## src/rtl/bitarray_flush_ctrl.sv

```systemverilog
// bitarray_flush_ctrl: walks every set of the 4-way bit array, writes back dirty lines and cleans/invalidates them; `FLUSH_GANG_INVAL_EN` turns INVAL into one B_CMD_INVAL_ALL
module bitarray_flush_ctrl #(
  parameter int IDX_BITS = 13
) (
  input  logic                clk,
  input  logic                reset,
  input  logic                start,
  input  logic [1:0]          op,
  output logic                busy,
  output logic                done,
  output logic [IDX_BITS-1:0] index,
  output logic [3:0]          way_match,
  output logic                pe_read,
  output logic [3:0]          cmd,
  output logic                cmd_valid,
  input  logic [3:0]          val,
  input  logic [3:0]          mod,
  output logic                wb_req,
  output logic [IDX_BITS-1:0] wb_index,
  output logic [1:0]          wb_way,
  input  logic                wb_ack
);
  localparam logic [3:0] B_CMD_NOP       = 4'h0;
  localparam logic [3:0] B_CMD_INVAL     = 4'h2;
  localparam logic [3:0] B_CMD_CLEAN     = 4'h4;
  localparam logic [3:0] B_CMD_INVAL_ALL = 4'h8;
  localparam logic [1:0] OP_CLEAN = 2'b00;
  localparam logic [1:0] OP_FLUSH = 2'b01;
  localparam logic [1:0] OP_INVAL = 2'b10;
  localparam logic [1:0] OP_RSVD  = 2'b11;
  localparam logic [2:0] IDLE   = 3'd0;
  localparam logic [2:0] READ   = 3'd1;
  localparam logic [2:0] SAMPLE = 3'd2;
  localparam logic [2:0] WB     = 3'd3;
  localparam logic [2:0] CMD    = 3'd4;
  localparam logic [2:0] HOLD   = 3'd5;
  localparam logic [2:0] NEXT   = 3'd6;
  localparam logic [2:0] DONE   = 3'd7;
`ifdef FLUSH_GANG_INVAL_EN
  localparam bit GANG = 1'b1;
`else
  localparam bit GANG = 1'b0;
`endif

  logic [2:0]          state;
  logic [1:0]          op_q;
  logic [1:0]          way;
  logic                req;
  logic                step;
  logic [IDX_BITS-1:0] idx;
  logic [3:0]          vpend;
  logic [3:0]          mpend;
  logic                gang;
  logic                dirty;
  logic                more;
  logic [3:0]          mask;
  logic [3:0]          rest;
  logic [3:0]          cur_cmd;

  // lowest-numbered pending way
  function automatic logic [1:0] low(input logic [3:0] m);
    return m[0] ? 2'd0 : m[1] ? 2'd1 : m[2] ? 2'd2 : 2'd3;
  endfunction

  // per-way work decode: which command is due and whether another follows for the same way
  always_comb begin
    gang    = GANG && op_q == OP_INVAL;
    dirty   = mpend[way];
    more    = !gang && op_q != OP_CLEAN && dirty && !step;
    mask    = op_q == OP_CLEAN ? val & mod : val;
    rest    = vpend & ~(4'b0001 << way);
    cur_cmd = gang ? B_CMD_INVAL_ALL :
              op_q == OP_CLEAN ? B_CMD_CLEAN :
              op_q == OP_FLUSH ? (dirty && !step ? B_CMD_CLEAN : B_CMD_INVAL) :
              (step ? B_CMD_CLEAN : B_CMD_INVAL);
  end

  // array and write-back port outputs decoded from the state; all zero in IDLE so reset clears them at once
  always_comb begin
    busy      = req || (state != IDLE && state != DONE);
    done      = state == DONE;
    pe_read   = state == READ;
    cmd_valid = state == CMD;
    cmd       = cmd_valid ? cur_cmd : B_CMD_NOP;
    index     = idx;
    way_match = (state == CMD || state == HOLD) ? (gang ? 4'hf : 4'b0001 << way) : 4'h0;
    wb_req    = state == WB;
    wb_index  = wb_req ? idx : '0;
    wb_way    = wb_req ? way : 2'd0;
  end

  // walk FSM; an accepted start spends one busy cycle in IDLE so the top-level can hand over the array port before it is driven
  always_ff @(posedge clk or posedge reset) begin
    if (reset) begin
      state <= IDLE;
      op_q  <= OP_CLEAN;
      way   <= 2'd0;
      req   <= 1'b0;
      step  <= 1'b0;
      idx   <= '0;
      vpend <= 4'h0;
      mpend <= 4'h0;
    end else begin
      case (state)
        IDLE: begin
          if (req) begin
            req   <= 1'b0;
            state <= gang ? CMD : READ;
          end else if (start) begin
            if (op == OP_RSVD) begin
              state <= DONE;
            end else begin
              req  <= 1'b1;
              op_q <= op;
              idx  <= '0;
              way  <= 2'd0;
              step <= 1'b0;
            end
          end
        end
        READ: state <= SAMPLE;
        SAMPLE: begin
          vpend <= mask;
          mpend <= mod;
          way   <= low(mask);
          step  <= 1'b0;
          state <= mask == 4'h0 ? NEXT : (op_q != OP_INVAL && mod[low(mask)]) ? WB : CMD;
        end
        WB: if (wb_ack) state <= CMD;
        CMD: state <= HOLD;
        HOLD: begin
          if (gang) begin
            state <= DONE;
          end else if (more) begin
            step  <= 1'b1;
            state <= CMD;
          end else begin
            vpend <= rest;
            way   <= low(rest);
            step  <= 1'b0;
            state <= rest == 4'h0 ? NEXT : (op_q != OP_INVAL && mpend[low(rest)]) ? WB : CMD;
          end
        end
        NEXT: begin
          if (idx == '1) begin
            state <= DONE;
          end else begin
            idx   <= idx + 1'b1;
            state <= READ;
          end
        end
        DONE: state <= IDLE;
        default: state <= IDLE;
      endcase
    end
  end
endmodule

```

## config.mk

```make
export PLATFORM = sky130hd
export DESIGN_NAME = bitarray_flush_ctrl
export DESIGN_NICKNAME = d
export VERILOG_FILES = /design/src/rtl/bitarray_flush_ctrl.sv
export SDC_FILE = /design/constraint.sdc
export NUM_CORES = 1
export LEC_CHECK = 0
export ABC_AREA = 0
export CAP_MARGIN = 20
export CORE_UTILIZATION = 51
export CTS_BUF_LIST = sky130_fd_sc_hd__clkbuf_8
export DETAILED_ROUTE_END_ITERATION = 8
export HOLD_SLACK_MARGIN = 0.06
export PLACE_DENSITY = 0.83
export SYNTH_ARGS = -nofsm -noshare
export SYNTH_HDL_FRONTEND = slang
export SYNTH_SLANG_ARGS = --single-unit
```

## constraint.sdc

```tcl
create_clock -name clk -period 2.5 [get_ports clk]
set_input_delay 0.625 -clock clk [delete_from_list [all_inputs] [get_ports clk]]
set_output_delay 0.625 -clock clk [all_outputs]
set_load 0.01 [all_outputs]
```

==> out/metrics.cfg, run 1 <==
[run_status]
status = complete, no violations

[power]
max-vdd-ir-drop_mv = 0.5796
total_power_w = 0.002786
power_leakage_nw = 1.253
cellPowerDensity_nw_per_um2 = 972.4

[drt]
ant_nets = 0
route.vias.total = 2173
wl_per_cell_um = 15.42
drc = 0
dr.pass1.iters = 5
drt_iter0_markers = 139
wirelength_um = 5736
vias_per_cell = 5.841

[synthesis]
synth_cell_types = 53
synth-edff-count = 0
ys_ff_latch = 30
avgSynthCellArea_um2 = 8.169
syn_area_um2 = 2132
synth_area_leaders = dfrtp_1 35%, nor2_1 5.5%, nand2_1 5.1%
yosysSeqAreaShare = 0.3521
synth_top_flop_cell = dfrtp_1
netlist_instances = 261
yosysWarningCount = 0
synth_top_area_frac = 0.3521
synthArstFlopShare = 1.000
yosysTopAreaCell = dfrtp_1

[critical_path]
cp_max_fo = 10
r2r_slack_ns = 0.44
reg2reg_from = way[1]
cpPeakStageDelay_ns = 0.50
worstPathArrival_ns = 1.82
cpMaxStageDelayCell = clkdlybuf4s50_1
crit_type = flip-flop to primary output
cp-start-kind = flip-flop
rr_worst_depth = 7
required_ns = 1.88
cp_cell_sequence = buf_4 > nor3_1 > o21ai_0 > clkdlybuf4s50_1
r2r_end = vpend[3]
cp-end-kind = primary output

[placed_design]
portBuffers = 52
hpwl_um = 4330
place_congestion = 0.9050
pre_cts_slack_ns = -0.04372

[cells_and_area]
drive_gt1_frac = 0.1584
diodes = 0
fin_util = 0.7163
layout_common_cells = 50 x clkdlybuf4s50_1, 31 x nor2_1, 29 x nand2_1
final_nets = 338
syn2layout_area_growth_pct = 34.39
final_common_cell = clkdlybuf4s50_1

[sta]
layout_min_cycle_time_ns = 2.445
setup_viol = 0
hold_viol_final = 0
post-route-period-util = 0.9780
hold_ws_ns = 0.5508
fmax_mhz = 409.0
layout_setup_ws_ns = 0.05506
skew_ns = 0.002893
rsz0062_at_grt = yes
slew_violations = 0

[clock_tree]
path_clk_slew_ns = 0.06
cts_root_buf = clkbuf_8
h-tree-depth = 2
clock-sinks = 30
clock_path_buffers = 2
cts_buffers = 5
clk_latency_ns = 0.28
hold_buffers = 0
cts_tree = done

[job]
maxCapViolations = 0

[min_path]
hold_depth = 2
min_to = step
hold_path_class = flip-flop to flip-flop
worstHoldStart = step

[global_route]
grt_pass1_vias = 1971
antenna_found_initial = 0
grt_overflow = 0
grtUsageTotal = 0.2907
grt_max_degree = 31
grt_pass1_wl_um = 9453

[floorplanning]
die_area_um2 = 4443
ios = 55
die_w_um = 66.66
start_util = 0.5330
fp.coreArea_um2 = 4000
rows = 23
dieHeight_um = 66.66

==> layout make-up <==
cell class / count / area, µm²
Multi-Input combinational cell: 203 / 1247
Timing Repair Buffer: 72 / 673.1
Clock buffer: 6 / 82.58
Sequential cell: 30 / 753.2
Tap cell: 50 / 62.56
Fill cell: 325 / 1135
Inverter: 11 / 46.29
==> what timing repair did <==
action                                  CTS  global route
pin swaps                                 1             1
buffers inserted                          1             1
endpoints found under the setup margin    9            18
gates resized for setup                   6             6
hold endpoints to repair                  0             0
==> how the worst max path moves through the flow <==
stage | start | slack [ns] | depth (start not counted) | endpoint
3_5_place_dp | way[1] | -0.04 | 5 | cmd[1]
4_1_cts | state[0] | 0.004 | 3 | wb_index[4]
6_report | state[1] | 0.06 | 4 | busy
5_1_grt | way[1] | -0.02 | 5 | cmd[2]
2_1_floorplan | way[1] | 0.38 | 4 | cmd[1]
3_3_place_gp | way[1] | 0.02 | 5 | cmd[1]
==> worst max-delay path: cells and delay by family, from the launching register on <==
family	cells	cell delay [ns]
AO/OA/AOI/OAI	1	0.15
buffers and inverters	2	0.67
flip-flops	1	0.38
AND/OR/NAND/NOR	1	0.33
==> stage by stage <==
step	TNS, ns	area, µm²	instances
4_1_cts	0	2844	371
2_1_floorplan	0	2136	262
6_report	0	2865	372
5_1_grt	-0.02892	2865	372
3_5_place_dp	-0.04372	2746	364
3_3_place_gp	0	2746	364
==> kinds of logic (layout without fill, tap and decap cells) <==
kind of cell    count (synthesis)  count (layout)  share of synthesized area
fa+ha+maj                       1               1                   0.005868
compound gates                 56              56                     0.1790
buf+inv                        29              89                    0.07218
flops                          30              30                     0.3521
mux                             6               6                    0.03580
simple gates                  129             129                     0.3163
other cells                     1               2                   0.001759
xor+xnor                        9               9                    0.03697
==> sequential cells by signal, summed over array words and instances, names as in the netlist <==
register	cells
vpend	4
state	3
req	1
index	13
mpend	4
op_q	2
step	1
way	2
==> power breakdown <==
| part | internal (W) | total, W | leakage, nW | switching [W] |
|---|---|---|---|---|
| Combinational | 0.000738 | 0.00160 | 0.817 | 0.000864 |
| Clock | 0.000212 | 0.000383 | 0.0431 | 0.000171 |
| Sequential | 0.000621 | 0.000802 | 0.393 | 0.000181 |
| Total | 0.00157 | 0.00279 | 1.25 | 0.00122 |
==> cell usage after synthesis, drive strengths merged (3+ instances only) <==
| library cell | number |
|---|---|
| or3 | 4 |
| xor2 | 6 |
| nor3 | 14 |
| clkbuf | 9 |
| a211oi | 4 |
| nand2 | 29 |
| mux2 | 3 |
| inv | 11 |
| o21ai | 17 |
| a21oi | 9 |
| nand2b | 5 |
| nand3 | 5 |
| nor2 | 32 |
| dfrtp | 30 |
| and2 | 4 |
| o22ai | 4 |
| buf | 9 |
| a31oi | 7 |
| xnor2 | 3 |
| nor2b | 5 |
| and3 | 17 |
| nand4 | 4 |
==> routing by layer <==
metal / global-route usage / part of all wire / up-vias
met1: 0.4076 / 0.45 / 1011
met5: 0 / 0 / -
li1: - / - / 1038
met2: 0.4343 / 0.45 / 117
met3: 0.07705 / 0.087 / 7
met4: 0.08777 / 0.0087 / 0
(Power assumes the default switching activity.)
==> run 2, diff against run 1 <==
--- a/config.mk
+++ b/config.mk
@@ -12,6 +12,7 @@
 export DETAILED_ROUTE_END_ITERATION = 8
 export HOLD_SLACK_MARGIN = 0.06
 export PLACE_DENSITY = 0.83
+export SLEW_MARGIN = 25
 export SYNTH_ARGS = -nofsm -noshare
 export SYNTH_HDL_FRONTEND = slang
 export SYNTH_SLANG_ARGS = --single-unit
==> results of run 2 <==
Same layout as run 1: the final DEF is identical, and so are final timing and power.
